<file path="config.mk">
export PLATFORM = sky130hd
export DESIGN_NAME = alu32_arbiter_flat
export DESIGN_NICKNAME = d
export VERILOG_FILES = /design/src/rtl/alu32_arbiter_if.sv /design/src/rtl/alu32_arbiter.sv /design/src/flat_wrapper.sv
export SDC_FILE = /design/constraint.sdc
export NUM_CORES = 1
export LEC_CHECK = 0
export ABC_AREA = 1
export BUFFER_PORTS_ARGS = -buffer_cell sky130_fd_sc_hd__buf_2
export CAP_MARGIN = 40
export CORE_MARGIN = 4
export CORE_UTILIZATION = 40
export DETAILED_ROUTE_END_ITERATION = 8
export GPL_ROUTABILITY_DRIVEN = 0
export PLACE_DENSITY = 0.55
export RECOVER_POWER = 50
export SYNTH_ARGS = -nofsm -noshare
export SYNTH_HDL_FRONTEND = slang
export SYNTH_SLANG_ARGS = --single-unit
</file>
<file path="constraint.sdc">
create_clock -name clk -period 7.4 [get_ports clk]
set_clock_uncertainty 0.15 [all_clocks]
set_input_delay 1.11 -clock clk [delete_from_list [all_inputs] [get_ports clk]]
set_output_delay 1.11 -clock clk [all_outputs]
set_load 0.05 [all_outputs]
</file>
<file path="src/rtl/alu32_arbiter_if.sv">
// ============================================================================
//  Module      : alu32_arbiter_if
//  Description : Bundle of the two requester channels and the response
//                channel of the shared-ALU arbiter.
//                slave  - arbiter side (consumes requests, produces responses)
//                master - issue-logic / consumer side
//  Signals     : req{0,1}_valid/ready/a/b/op, rsp_valid/ready/id/result/cnzv
//  Revision    : 1.0 - initial release
// ============================================================================
`default_nettype none

interface alu32_arbiter_if;
    logic        req0_valid;
    logic        req0_ready;
    logic [31:0] req0_a;
    logic [31:0] req0_b;
    logic [2:0]  req0_op;

    logic        req1_valid;
    logic        req1_ready;
    logic [31:0] req1_a;
    logic [31:0] req1_b;
    logic [2:0]  req1_op;

    logic        rsp_valid;
    logic        rsp_ready;
    logic        rsp_id;
    logic [31:0] rsp_result;
    logic [3:0]  rsp_cnzv;

    modport slave (
        input  req0_valid, req0_a, req0_b, req0_op,
        input  req1_valid, req1_a, req1_b, req1_op,
        input  rsp_ready,
        output req0_ready, req1_ready,
        output rsp_valid, rsp_id, rsp_result, rsp_cnzv
    );

    modport master (
        output req0_valid, req0_a, req0_b, req0_op,
        output req1_valid, req1_a, req1_b, req1_op,
        output rsp_ready,
        input  req0_ready, req1_ready,
        input  rsp_valid, rsp_id, rsp_result, rsp_cnzv
    );
endinterface

`default_nettype wire

</file>
<file path="src/rtl/alu32_arbiter.sv">
// ============================================================================
//  Module      : alu32_arbiter (plus the combinational alu32 it shares)
//  Description : Shares one combinational alu32 between two requesters.
//                Round-robin (or fixed req0 priority) grant in IDLE, operands
//                latched on the handshake, ALU output registered in EXEC,
//                response held in RESP until the consumer takes it.
//  Ports       : clk      - system clock, rising edge
//                reset_n  - asynchronous active-low reset
//                bus      - alu32_arbiter_if.slave (requests + response)
//                busy     - high whenever the FSM is not IDLE
//  Parameters  : FIXED_PRIO - 1: req0 wins simultaneous requests,
//                             0: round-robin against the last grant
//  Revision    : 1.0 - initial release
// ============================================================================
`default_nettype none

// ----------------------------------------------------------------------------
// alu32: opcode map
//   000 AND  001 OR  010 XOR  011 NOR  100 SLL  101 SRL  110 ADD  111 SUB
// c is the carry out of the 33-bit add; for SUB this is a + ~b + 1, so c=1
// means "no borrow". v is signed overflow for ADD/SUB, 0 otherwise.
// ----------------------------------------------------------------------------
module alu32 (
    input  wire logic [31:0] a,
    input  wire logic [31:0] b,
    input  wire logic [2:0]  op,
    output logic      [31:0] result,
    output logic             c,
    output logic             n,
    output logic             z,
    output logic             v
);
    logic [32:0] w_sum;

    always_comb begin
        w_sum  = '0;
        result = '0;
        c      = 1'b0;
        v      = 1'b0;
        case (op)
            3'b000: result = a & b;
            3'b001: result = a | b;
            3'b010: result = a ^ b;
            3'b011: result = ~(a | b);
            3'b100: result = a << b[4:0];
            3'b101: result = a >> b[4:0];
            3'b110: begin
                w_sum  = {1'b0, a} + {1'b0, b};
                result = w_sum[31:0];
                c      = w_sum[32];
                v      = (a[31] == b[31]) && (result[31] != a[31]);
            end
            default: begin
                w_sum  = {1'b0, a} + {1'b0, ~b} + 33'd1;
                result = w_sum[31:0];
                c      = w_sum[32];
                v      = (a[31] != b[31]) && (result[31] != a[31]);
            end
        endcase
        n = result[31];
        z = (result == 32'd0);
    end
endmodule

module alu32_arbiter #(
    parameter bit FIXED_PRIO = 1'b0
) (
    input  wire logic         clk,
    input  wire logic         reset_n,
    alu32_arbiter_if.slave    bus,
    output logic              busy
);
    typedef enum logic [1:0] {
        S_IDLE = 2'd0,
        S_EXEC = 2'd1,
        S_RESP = 2'd2
    } state_t;

    state_t      state_q, state_d;
    logic        last_grant_q;
    logic [31:0] a_q, b_q;
    logic [2:0]  op_q;
    logic        id_q;
    logic        rsp_valid_q;
    logic        rsp_id_q;
    logic [31:0] rsp_result_q;
    logic [3:0]  rsp_cnzv_q;

    logic        w_grant_valid;
    logic        w_grant_id;
    logic        w_take;
    logic        w_load_rsp;
    logic        w_rsp_done;
    logic [31:0] w_alu_result;
    logic        w_c, w_n, w_z, w_v;

    // ------------------------------------------------------------------
    // Grant selection. Only meaningful in IDLE; ready is gated by state.
    // ------------------------------------------------------------------
    always_comb begin
        w_grant_valid = bus.req0_valid | bus.req1_valid;
        w_grant_id    = 1'b0;
        if (bus.req0_valid && bus.req1_valid) begin
            w_grant_id = FIXED_PRIO ? 1'b0 : ~last_grant_q;
        end else if (bus.req1_valid) begin
            w_grant_id = 1'b1;
        end
    end

    assign bus.req0_ready = (state_q == S_IDLE) & w_grant_valid & ~w_grant_id;
    assign bus.req1_ready = (state_q == S_IDLE) & w_grant_valid &  w_grant_id;

    assign w_take     = (state_q == S_IDLE) & w_grant_valid;
    assign w_load_rsp = (state_q == S_EXEC);
    assign w_rsp_done = (state_q == S_RESP) & rsp_valid_q & bus.rsp_ready;

    // ------------------------------------------------------------------
    // FSM: next state
    // ------------------------------------------------------------------
    always_comb begin
        state_d = state_q;
        case (state_q)
            S_IDLE:  if (w_grant_valid) state_d = S_EXEC;
            S_EXEC:  state_d = S_RESP;
            S_RESP:  if (w_rsp_done) state_d = S_IDLE;
            default: state_d = S_IDLE;
        endcase
    end

    always_ff @(posedge clk or negedge reset_n) begin
        if (!reset_n) begin
            state_q <= S_IDLE;
        end else begin
            state_q <= state_d;
        end
    end

    // ------------------------------------------------------------------
    // Operand latch on the request handshake
    // ------------------------------------------------------------------
    always_ff @(posedge clk or negedge reset_n) begin
        if (!reset_n) begin
            a_q          <= '0;
            b_q          <= '0;
            op_q         <= '0;
            id_q         <= 1'b0;
            last_grant_q <= 1'b1;
        end else if (w_take) begin
            a_q          <= w_grant_id ? bus.req1_a  : bus.req0_a;
            b_q          <= w_grant_id ? bus.req1_b  : bus.req0_b;
            op_q         <= w_grant_id ? bus.req1_op : bus.req0_op;
            id_q         <= w_grant_id;
            last_grant_q <= w_grant_id;
        end
    end

    alu32 u_alu (
        .a      (a_q),
        .b      (b_q),
        .op     (op_q),
        .result (w_alu_result),
        .c      (w_c),
        .n      (w_n),
        .z      (w_z),
        .v      (w_v)
    );

    // ------------------------------------------------------------------
    // Response registers. Result/flags only change on the EXEC edge, so
    // they keep their value after the consumer takes them.
    // ------------------------------------------------------------------
    always_ff @(posedge clk or negedge reset_n) begin
        if (!reset_n) begin
            rsp_valid_q  <= 1'b0;
            rsp_id_q     <= 1'b0;
            rsp_result_q <= '0;
            rsp_cnzv_q   <= '0;
        end else if (w_load_rsp) begin
            rsp_valid_q  <= 1'b1;
            rsp_id_q     <= id_q;
            rsp_result_q <= w_alu_result;
            rsp_cnzv_q   <= {w_c, w_n, w_z, w_v};
        end else if (w_rsp_done) begin
            rsp_valid_q  <= 1'b0;
        end
    end

    assign bus.rsp_valid  = rsp_valid_q;
    assign bus.rsp_id     = rsp_id_q;
    assign bus.rsp_result = rsp_result_q;
    assign bus.rsp_cnzv   = rsp_cnzv_q;
    assign busy           = (state_q != S_IDLE);
endmodule

`default_nettype wire

</file>
<file path="src/flat_wrapper.sv">
// flat-port wrapper written by rule: the top's interface ports become plain ports
module alu32_arbiter_flat 
#(
    parameter bit FIXED_PRIO = 1'b0
)
  (clk, reset_n, busy, bus_req0_valid, bus_req0_a, bus_req0_b, bus_req0_op, bus_req1_valid, bus_req1_a, bus_req1_b, bus_req1_op, bus_rsp_ready, bus_req0_ready, bus_req1_ready, bus_rsp_valid, bus_rsp_id, bus_rsp_result, bus_rsp_cnzv);
  alu32_arbiter_if bus_i ();
  input  wire logic clk;
  input  wire logic reset_n;
  output logic busy;
  input wire logic [$bits(bus_i.req0_valid)-1:0] bus_req0_valid;
  input wire logic [$bits(bus_i.req0_a)-1:0] bus_req0_a;
  input wire logic [$bits(bus_i.req0_b)-1:0] bus_req0_b;
  input wire logic [$bits(bus_i.req0_op)-1:0] bus_req0_op;
  input wire logic [$bits(bus_i.req1_valid)-1:0] bus_req1_valid;
  input wire logic [$bits(bus_i.req1_a)-1:0] bus_req1_a;
  input wire logic [$bits(bus_i.req1_b)-1:0] bus_req1_b;
  input wire logic [$bits(bus_i.req1_op)-1:0] bus_req1_op;
  input wire logic [$bits(bus_i.rsp_ready)-1:0] bus_rsp_ready;
  output wire logic [$bits(bus_i.req0_ready)-1:0] bus_req0_ready;
  output wire logic [$bits(bus_i.req1_ready)-1:0] bus_req1_ready;
  output wire logic [$bits(bus_i.rsp_valid)-1:0] bus_rsp_valid;
  output wire logic [$bits(bus_i.rsp_id)-1:0] bus_rsp_id;
  output wire logic [$bits(bus_i.rsp_result)-1:0] bus_rsp_result;
  output wire logic [$bits(bus_i.rsp_cnzv)-1:0] bus_rsp_cnzv;
  assign bus_i.req0_valid = bus_req0_valid;
  assign bus_i.req0_a = bus_req0_a;
  assign bus_i.req0_b = bus_req0_b;
  assign bus_i.req0_op = bus_req0_op;
  assign bus_i.req1_valid = bus_req1_valid;
  assign bus_i.req1_a = bus_req1_a;
  assign bus_i.req1_b = bus_req1_b;
  assign bus_i.req1_op = bus_req1_op;
  assign bus_i.rsp_ready = bus_rsp_ready;
  assign bus_req0_ready = bus_i.req0_ready;
  assign bus_req1_ready = bus_i.req1_ready;
  assign bus_rsp_valid = bus_i.rsp_valid;
  assign bus_rsp_id = bus_i.rsp_id;
  assign bus_rsp_result = bus_i.rsp_result;
  assign bus_rsp_cnzv = bus_i.rsp_cnzv;
  alu32_arbiter #(.FIXED_PRIO(FIXED_PRIO)) u_core (.clk(clk), .reset_n(reset_n), .bus(bus_i), .busy(busy));
endmodule
</file>
# ---- Word-level counts from Yosys, hierarchy flattened
# Index checks and enable logic that the tools add are counted.
dict set report totals {
  regBits 109
  latchBits 0
  ram_bits 0
  romBits 0
  input_bits 139
  out_inout_bits 41
  word_cells 65
  memories 0
}
dict set report classes {
  n_addsub 3
  n_mul 0
  div_mod_pow 0
  n_lt_le_gt_ge 0
  n_eq_ne 14
  shift 2
  muxes 13
  bitwise_logic 13
  reduce_logical 10
}
# cell n
set ops {}
lappend ops {{$pmux 32 s7} 1}
lappend ops {{$add 32x32->33} 2}
lappend ops {{$mux 32} 2}
lappend ops {{$not 32->32} 2}
lappend ops {{$add 33x1->33 const B} 1}
lappend ops {{$and 32x32->32} 1}
lappend ops {{$logic_not 32->1} 1}
lappend ops {{$or 32x32->32} 1}
lappend ops {{$shl 32x5->32} 1}
lappend ops {{$shr 32x5->32} 1}
lappend ops {{$xor 32x32->32} 1}
lappend ops {{$eq 3x3->1 const B} 3}
lappend ops {{$eq 3x2->1 const B} 2}
lappend ops {{$pmux 2 s3} 1}
lappend ops {{$reduce_or 6->1} 1}
lappend ops {{$and 1x1->1} 5}
lappend ops {{$mux 1} 4}
lappend ops {{$mux 2} 2}
lappend ops {{$ne 2x1->1 const B} 2}
lappend ops {{$pmux 1 s2} 2}
lappend ops {{$reduce_bool 2->1} 2}
lappend ops {{$eq 3x1->1 const B} 1}
lappend ops {{$logic_and 1x1->1} 3}
lappend ops {{$logic_not 3->1} 1}
lappend ops {{9 further kinds} 12}

# ---- Logic depth before layout (Yosys ltp)
# Gate-level depths: netlist of run 1.
dict set report depth {
  ltp_word 6
  ltp_mapped 25
}

# ---- Cells and area by module
# From an unflattened synthesis of run 1, not the netlist that was laid out.
dict set report unflattened {
  cells_unflattened 2838
  hier_area_um2 15437.3
}
# module n_inst cells_per_inst area_per_inst_um2
set modules_own_cells {}
lappend modules_own_cells {alu32 1 2146 10317.4}
lappend modules_own_cells {alu32_arbiter 1 692 5119.9}

# ---- Worst setup path before layout of run 1
# Ideal clock, no wire load.
dict set report synth_path {
  path_kind {input -> output}
  startpoint {input port bus_req1_valid}
  endpoint {output port bus_req0_ready}
  t_arrival_ns 2.068
  t_required_ns 6.140
  setup_slack_ns 4.072
  stages 5
  path_buffers 1
  path_cell_list {o21ai_0 > clkinv_1 > nand2_1 > inv_2 > clkbuf_1}
}
dict set report synth_between {
  elab_chain_cells 4
  elab_cells_between_ends 7
}
# item line_no
set synth_lines {}
lappend synth_lines {{start: declaration} flat_wrapper.sv:15} ;# input wire logic [$bits(bus_i.req1_valid)-1:0] bus_req1_valid;
lappend synth_lines {{$mux 1 or $logic_and 1x1->1 (tied branches)} {alu32_arbiter.sv:105, alu32_arbiter.sv:103}}
lappend synth_lines {{$mux 1} alu32_arbiter.sv:103} ;# if (bus.req0_valid && bus.req1_valid) begin
lappend synth_lines {{$not 1->1} alu32_arbiter.sv:110} ;# assign bus.req0_ready = (state_q == S_IDLE) & w_grant_valid & ~w_grant_id;
lappend synth_lines {{$and 1x1->1 (*)} alu32_arbiter.sv:110}
lappend synth_lines {{end: declaration} flat_wrapper.sv:20} ;# output wire logic [$bits(bus_i.req0_ready)-1:0] bus_req0_ready;
# Every way passes the cells marked *; elsewhere a longest branch is shown, timed or not.

# ---- Worst setup path after layout of run 1
dict set report layout_path {
  startpoint {register u_core.state_q[1]}
  endpoint {register u_core.b_q[17]}
}
dict set report layout_between {
  elab_chain_cells 2
}
# item line_no
set layout_lines {}
lappend layout_lines {{start: declaration} alu32_arbiter.sv:79} ;# state_t state_q, state_d;
lappend layout_lines {{start signal: assignment} alu32_arbiter.sv:134} ;# state_q <= state_d;
lappend layout_lines {{$logic_not 2->1} alu32_arbiter.sv:113} ;# assign w_take = (state_q == S_IDLE) & w_grant_valid;
lappend layout_lines {{$and 1x1->1} alu32_arbiter.sv:113}
lappend layout_lines {{end signal: assignment} alu32_arbiter.sv:150} ;# b_q <= w_grant_id ? bus.req1_b : bus.req0_b;
lappend layout_lines {{end: declaration} alu32_arbiter.sv:81} ;# logic [31:0] a_q, b_q;
# Every way passes these cells.
# A chain may end at the register's enable or synchronous reset.

==> impl_results.rst, run 1 <==
.. list-table::
   :header-rows: 1

   * - Metric
     - Value
   * - Library cell with the highest instance count after synthesis
     - nand2_1
   * - Total of buffers placed on input and output ports
     - approximately 180
   * - Vias in the first global route
     - between 15000 and 20000
   * - TritonCTS clock tree
     - built
   * - Count of clock tree sinks
     - around 110
   * - Overall die height
     - just under 200 um
   * - Std cell rows
     - between 60 and 70
   * - Maximum level of the CTS H-tree
     - 3
   * - Instance count of the mapped netlist
     - 2561
   * - Final critical-path share of the clock period
     - 0.5831
   * - Cell taking the most area after synthesis
     - nand2_1
   * - Maxcap violations
     - 2
   * - Kind of launch point of the worst setup path
     - flop
   * - Area of the mapped netlist
     - 14490 sq um
   * - Post-layout minimum cycle time
     - around 4300 ps
   * - Yosys warning total
     - 0
   * - Vias per Instance
     - ~5.8
   * - Overall Global Routing Usage
     - 0.3267
   * - Number of gates given a new drive strength after cts
     - 0
   * - Share of cells above drive strength 1
     - 0.09060
   * - Clock-pin slew of the registers on the worst-case setup and hold paths
     - around 80 ps
   * - EDFF count, synth
     - 0
   * - Leading register cell type out of synthesis
     - dfrtp_1
   * - Number of nets with antenna violations after detailed routing
     - 0
   * - Status
     - finished with violations
   * - Required time reported for the critical path endpoint
     - between 7000 and 8000 ps
   * - Register bit total from synthesis
     - between 100 and 150
   * - Data arrival time at the worst-slack endpoint
     - roughly 4300 ps
   * - Final slew viol count
     - 111
   * - Average wire length per cell after detail routing
     - roughly 21 um
   * - Routed WL
     - 66.01 mm
   * - Total gr overflow
     - 0
   * - Kind of end point of the critical path
     - flop
   * - Post-layout nets
     - 2882
   * - Worst relative slew slack
     - -1.306
   * - Setup WS pre-CTS
     - about 3700 ps
   * - Insertion delay to the later sink of the worst-skew pair
     - roughly 410 ps
   * - Net count of the mapped netlist
     - ~2800
   * - Post-synthesis sequential area ratio
     - 0.1866
   * - Class of the most critical hold timing path
     - flop to flop
   * - Count of hold buffers inserted by post-cts repair
     - 0
   * - Worst reg-to-reg setup slack
     - roughly 3000 ps
   * - Wire length of the first global-routing pass
     - 97.95 mm
   * - Number of remaining DRC errors
     - 0
   * - Maximum number of pins on one net before global-route repair
     - 73
   * - Post-CTS setup buffers
     - 0
   * - IO Count
     - between 150 and 200
   * - Average footprint of a synthesized cell
     - 5.657 sq um
   * - Proportion of register bits with asynchronous set or reset after synthesis
     - 1.000
   * - Setup slack after layout
     - just over 3000 ps
   * - Area of the die
     - between 30000 and 40000 sq um
   * - X dimension of the die
     - 198.3 um
   * - Placed wire-length estimate
     - 52.80 mm
   * - Number of antenna repair diodes
     - 0
   * - Clock Tree Buf Depth
     - 2
   * - List of most frequent post-synthesis cells
     - nand2_1 (850), nand3_1 (426), inv_1 (311), nor2_1 (237), dfrtp_1 (107)
   * - Slew at the pin closest to its max-slew limit
     - 3459 ps
   * - Clock root cell
     - clkbuf_16
   * - Fraction of post-synthesis cell area in the top cell type by area
     - 0.2202
   * - Layout-stage area growth over the synthesis result
     - 8.559%
   * - Placeable core area
     - about 36000 sq um
   * - RSZ-0062 raised after global routing
     - no
   * - Total negative slack for setup checks
     - 0 ps
   * - Violations in the final reports
     - max-capacitance violations, max-slew violations
   * - Maximum fanout count along the critical path
     - between 60 and 70
   * - Drt first pass iters
     - 7
   * - First DRT Iteration DRCs
     - 2267
   * - Antenna violations before repair
     - 1
   * - Path type of the worst setup path
     - flop to flop
   * - Via count
     - 17888
   * - Final setup viols
     - 0
   * - Total clock buffers created by CTS
     - 9
   * - Final hold vios
     - 0
   * - Distinct cell type count of the synthesized netlist
     - 46
   * - Effective utilization at floorplan
     - 0.4063
   * - Fmax achieved
     - 0.2317 GHz
   * - Main area contributors after synthesis
     - nand2_1 (22%), dfrtp_1 (18%), nand3_1 (15%)
[worst paths after layout]
check	depth (start not counted)	from	to
worst min-delay path	2	u_core.bus.rsp_result[4]$_DFFE_PN0P_	u_core.bus.rsp_result[4]$_DFFE_PN0P_
worst min register to register	2	u_core.bus.rsp_result[4]$_DFFE_PN0P_	u_core.bus.rsp_result[4]$_DFFE_PN0P_
worst max-delay path	5	u_core.state_q[1]$_DFFE_PN0P_	u_core.b_q[17]$_DFFE_PN0P_
worst max register to register	5	u_core.state_q[1]$_DFFE_PN0P_	u_core.b_q[17]$_DFFE_PN0P_
max in group asynchronous	3	reset_n	u_core.last_grant_q$_DFFE_PN1P_
min in group asynchronous	1	reset_n	u_core.b_q[16]$_DFFE_PN0P_
[logic make-up after synthesis]
family          Yosys count  share of synthesized area
simple gates           1614                     0.4741
fa+ha+maj                99                    0.08654
buf+inv                 450                     0.1308
xor+xnor                 10                   0.006046
flops                   108                     0.1866
compound gates          280                     0.1159
[registers in the layout (all words and copies together), names as in the netlist]
name and flops:
u_core.bus.rsp_id 1, u_core.bus.rsp_result 31, u_core.a_q 32, u_core.bus.rsp_cnzv 4, u_core.state_q 2, u_core.b_q 32, u_core.bus.rsp_valid 1, u_core.id_q 1
u_core.last_grant_q 1, u_core.op_q 3
[cell type report]
type,count,area (sq um)
clock buffers,10,229.0
clock inverters,6,70.07
fillers,3979,19930
inverters,326,1231
multi-input cells,2003,9899
flip-flops and latches,108,2706
well taps,461,576.8
repair buffers,196,1015
[cells in the final DEF (no fill, tap or decap), types with 3 or more instances in the layout]
cell type	n
o21a_1	6
inv_1	310
o22ai_1	16
nor2_2	9
ha_1	97
nor3_2	3
dfrtp_1	105
a31oi_1	5
buf_4	14
a21oi_1	74
and3_1	4
o21bai_1	5
nor2_1	235
clkbuf_1	20
o21ai_0	80
nand2_2	6
o211ai_1	83
o21ai_1	5
nand3_1	426
buf_2	162
and2_1	13
nand4_1	30
nand3b_1	6
inv_2	13
clkbuf_16	9
xor2_1	8
nor3_1	19
nand3_2	4
inv_4	3
nand2_1	850
or2_2	3
[worst max-delay path: stages, from the launching register on]
cell      delay (ps)
dfrtp_1          410
nor2_1           390
o21ai_0          230
inv_2             90
clkbuf_1        2420
o211ai_1         270
[metal layers]
layer	up-vias	GRT usage	wire length, um
met5	-	0	0
met3	198	0.06262	6813
met2	1022	0.4948	28110
met4	0	0.1607	4073
li1	8412	-	-
met1	8256	0.4460	27010
[through the flow]
stage	util	hold slack, ps	instances	instance area [sq um]
after floorplan	-	297.9	2561	14490
after global placement	0.4326	310.5	3092	15420
after detailed placement	0.4336	311.7	3094	15460
after CTS	0.4420	329.0	3110	15760
after global routing	0.4411	354.0	3110	15730
final	0.4411	327.2	3110	15730
Power of run 1 is left out: the tool's default activity adds up to more than one toggle a clock period on the data nets, which glitch-free logic cannot reach.
==> inputs of run 2 (changes only) <==
Clock period 7.4 ns to 4.3 ns, I/O delays scaled along.
==> impl_results.rst, run 2 (same netlist as run 1, synthesis figures left out) <==
.. list-table::
   :header-rows: 1

   * - Metric
     - Value
   * - Status
     - completed
   * - Clock root cell
     - clkbuf_16
   * - Slowest Stage Delay on Critical Path
     - between 700 and 800 ps
   * - Path type of the worst setup path
     - flop to flop
   * - Maximum level of the CTS H-tree
     - 3
   * - Worst Hold Slack
     - 322.1 ps
   * - TritonCTS clock tree
     - built
   * - Post-CTS setup buffers
     - 0
   * - IO Count
     - 180
   * - Maximum fanout count along the critical path
     - 13
   * - Post-layout nets
     - approximately 2900
   * - Insertion delay to the later sink of the worst-skew pair
     - ~390 ps
   * - Number of antenna repair diodes
     - 0
   * - RSZ-0062 raised after global routing
     - no
   * - Setup slack after layout
     - approximately 450 ps
   * - Kind of launch point of the worst setup path
     - flop
   * - Number of nets with antenna violations after detailed routing
     - 0
   * - Final hold vios
     - 0
   * - Overall die height
     - about 200 um
   * - Start of the worst register-to-register path
     - u_core.b_q[0]$_DFFE_PN0P_
   * - Setup WS pre-CTS
     - 589.1 ps
   * - Number of gates given a new drive strength after cts
     - 0
   * - Post-layout minimum cycle time
     - roughly 3800 ps
   * - Hold Path Origin
     - bus_req0_b[13]
   * - Final setup viols
     - 0
   * - Fraction of the core area covered by cells at the end of the flow
     - 0.4426
   * - Instance count along the most critical hold path
     - 3
   * - Count of clock tree sinks
     - about 110
   * - Kind of end point of the critical path
     - flop
   * - Highest-delay cell along the critical path
     - dfrtp_1
   * - Maxcap violations
     - 0
   * - Total negative slack for setup checks
     - 0 ps
   * - Clock-pin slew of the registers on the worst-case setup and hold paths
     - approximately 80 ps
   * - Vias in the first global route
     - between 15000 and 20000
   * - Placeable core area
     - 35660 sq um
   * - Antenna violations before repair
     - 0
   * - Vias per Instance
     - around 5.8
   * - Average wire length per cell after detail routing
     - 21.77 um
   * - Number of remaining DRC errors
     - 0
   * - First DRT Iteration DRCs
     - 2318
   * - Top library cells by usage in the layout, fill and taps aside
     - nand2_1 (850), nand3_1 (426), inv_1 (310), nor2_1 (235), buf_2 (140)
   * - Maximum number of pins on one net before global-route repair
     - 70
   * - Effective utilization at floorplan
     - 0.4063
   * - Fmax achieved
     - 0.2601 GHz
   * - Reg2Reg Depth
     - 20
   * - Worst relative slew slack
     - 0.1856
   * - Total clock buffers created by CTS
     - 9
   * - Via count
     - between 15000 and 20000
   * - Overall Global Routing Usage
     - 0.3339
   * - Class of the most critical hold timing path
     - input port to flop
   * - Required time reported for the critical path endpoint
     - approximately 4500 ps
   * - Crit path launch
     - u_core.b_q[0]$_DFFE_PN0P_
   * - Total gr overflow
     - 0
   * - X dimension of the die
     - about 200 um
   * - Most common library cell in the layout ignoring fill and taps
     - nand2_1
   * - Slew at the pin closest to its max-slew limit
     - 1222 ps
   * - Clock Tree Buf Depth
     - 2
   * - Total of buffers placed on input and output ports
     - between 150 and 200
   * - Std cell rows
     - a little under 70
   * - Data arrival time at the worst-slack endpoint
     - 4020 ps
   * - Crit path cell chain
     - ha_1, inv_1, fa_1, inv_1, nand3_1, nand3_1, nand3_1, nand3b_1, nand2_1, nand2_1, nand2_1, nand3_1, nand2_1, nor2_1, nand2_1, nor2_1, nand2_1, nor2_1, nand3_1, nand2_1
   * - Share of cells above drive strength 1
     - 0.08534
   * - Layout-stage area growth over the synthesis result
     - 8.930%
   * - Routed WL
     - slightly below 70 mm
   * - Drt first pass iters
     - 8
   * - Area of the die
     - around 40000 sq um
   * - Final slew viol count
     - 0
   * - Wire length of the first global-routing pass
     - 99.44 mm
   * - Placed wire-length estimate
     - ~55 mm
   * - Cell occurring most often along the worst timing path
     - nand2_1
   * - Final critical-path share of the clock period
     - 0.8942
   * - Count of filler cells inserted in the layout
     - about 4000
## run 2: final timing paths
path | to | slack, ps
max | u_core.bus.rsp_cnzv[1]$_DFFE_PN0P_ | 450
max reg2reg | u_core.bus.rsp_cnzv[1]$_DFFE_PN0P_ | 450
min reg2reg | u_core.bus.rsp_result[12]$_DFFE_PN0P_ | 320
min in group asynchronous | u_core.b_q[13]$_DFFE_PN0P_ | 880
max in group asynchronous | u_core.b_q[30]$_DFFE_PN0P_ | 920
min | u_core.b_q[13]$_DFFE_PN0P_ | 320
## run 2: timing repair
| item | 4_1_cts | 5_1_grt |
|---|---|---|
| endpoints found under the hold margin | 3 | 0 |
| endpoints found under the setup margin | 0 | 0 |
| hold buffers | 1 | 0 |
## run 2: area by class of cell
class	count	area, sq um	share of cell area
well taps	461	576.8	0.03655
inverters	326	1231	0.07801
clock inverters	4	73.82	0.004678
flip-flops and latches	108	2706	0.1715
repair buffers	207	1047	0.06636
multi-input cells	2003	9899	0.6273
clock buffers	12	246.5	0.01562
## run 2: metal layers
metal / part of all wire / global-route usage / vias to the layer above
met5: 0 / 0 / -
met4: 0.065 / 0.1841 / 0
met3: 0.10 / 0.06211 / 207
met2: 0.43 / 0.5052 / 1054
met1: 0.41 / 0.4489 / 8429
li1: - / - / 8454
## run 2: worst max-delay path: cells and delay by family, from the launching register on
kind                       cells  cell delay (ps)
DFF                            1              750
adders and majority gates      2              760
and+or+nand+nor               16             1890
buffers and inverters          2              220
## run 2: through the flow
stage          cells  area (sq um)
3_5_place_dp    3104         15530
6_report        3121         15780
3_3_place_gp    3103         15510
2_1_floorplan   2561         14490
4_1_cts         3121         15870
5_1_grt         3121         15780
Power of run 2 is left out for the same reason.
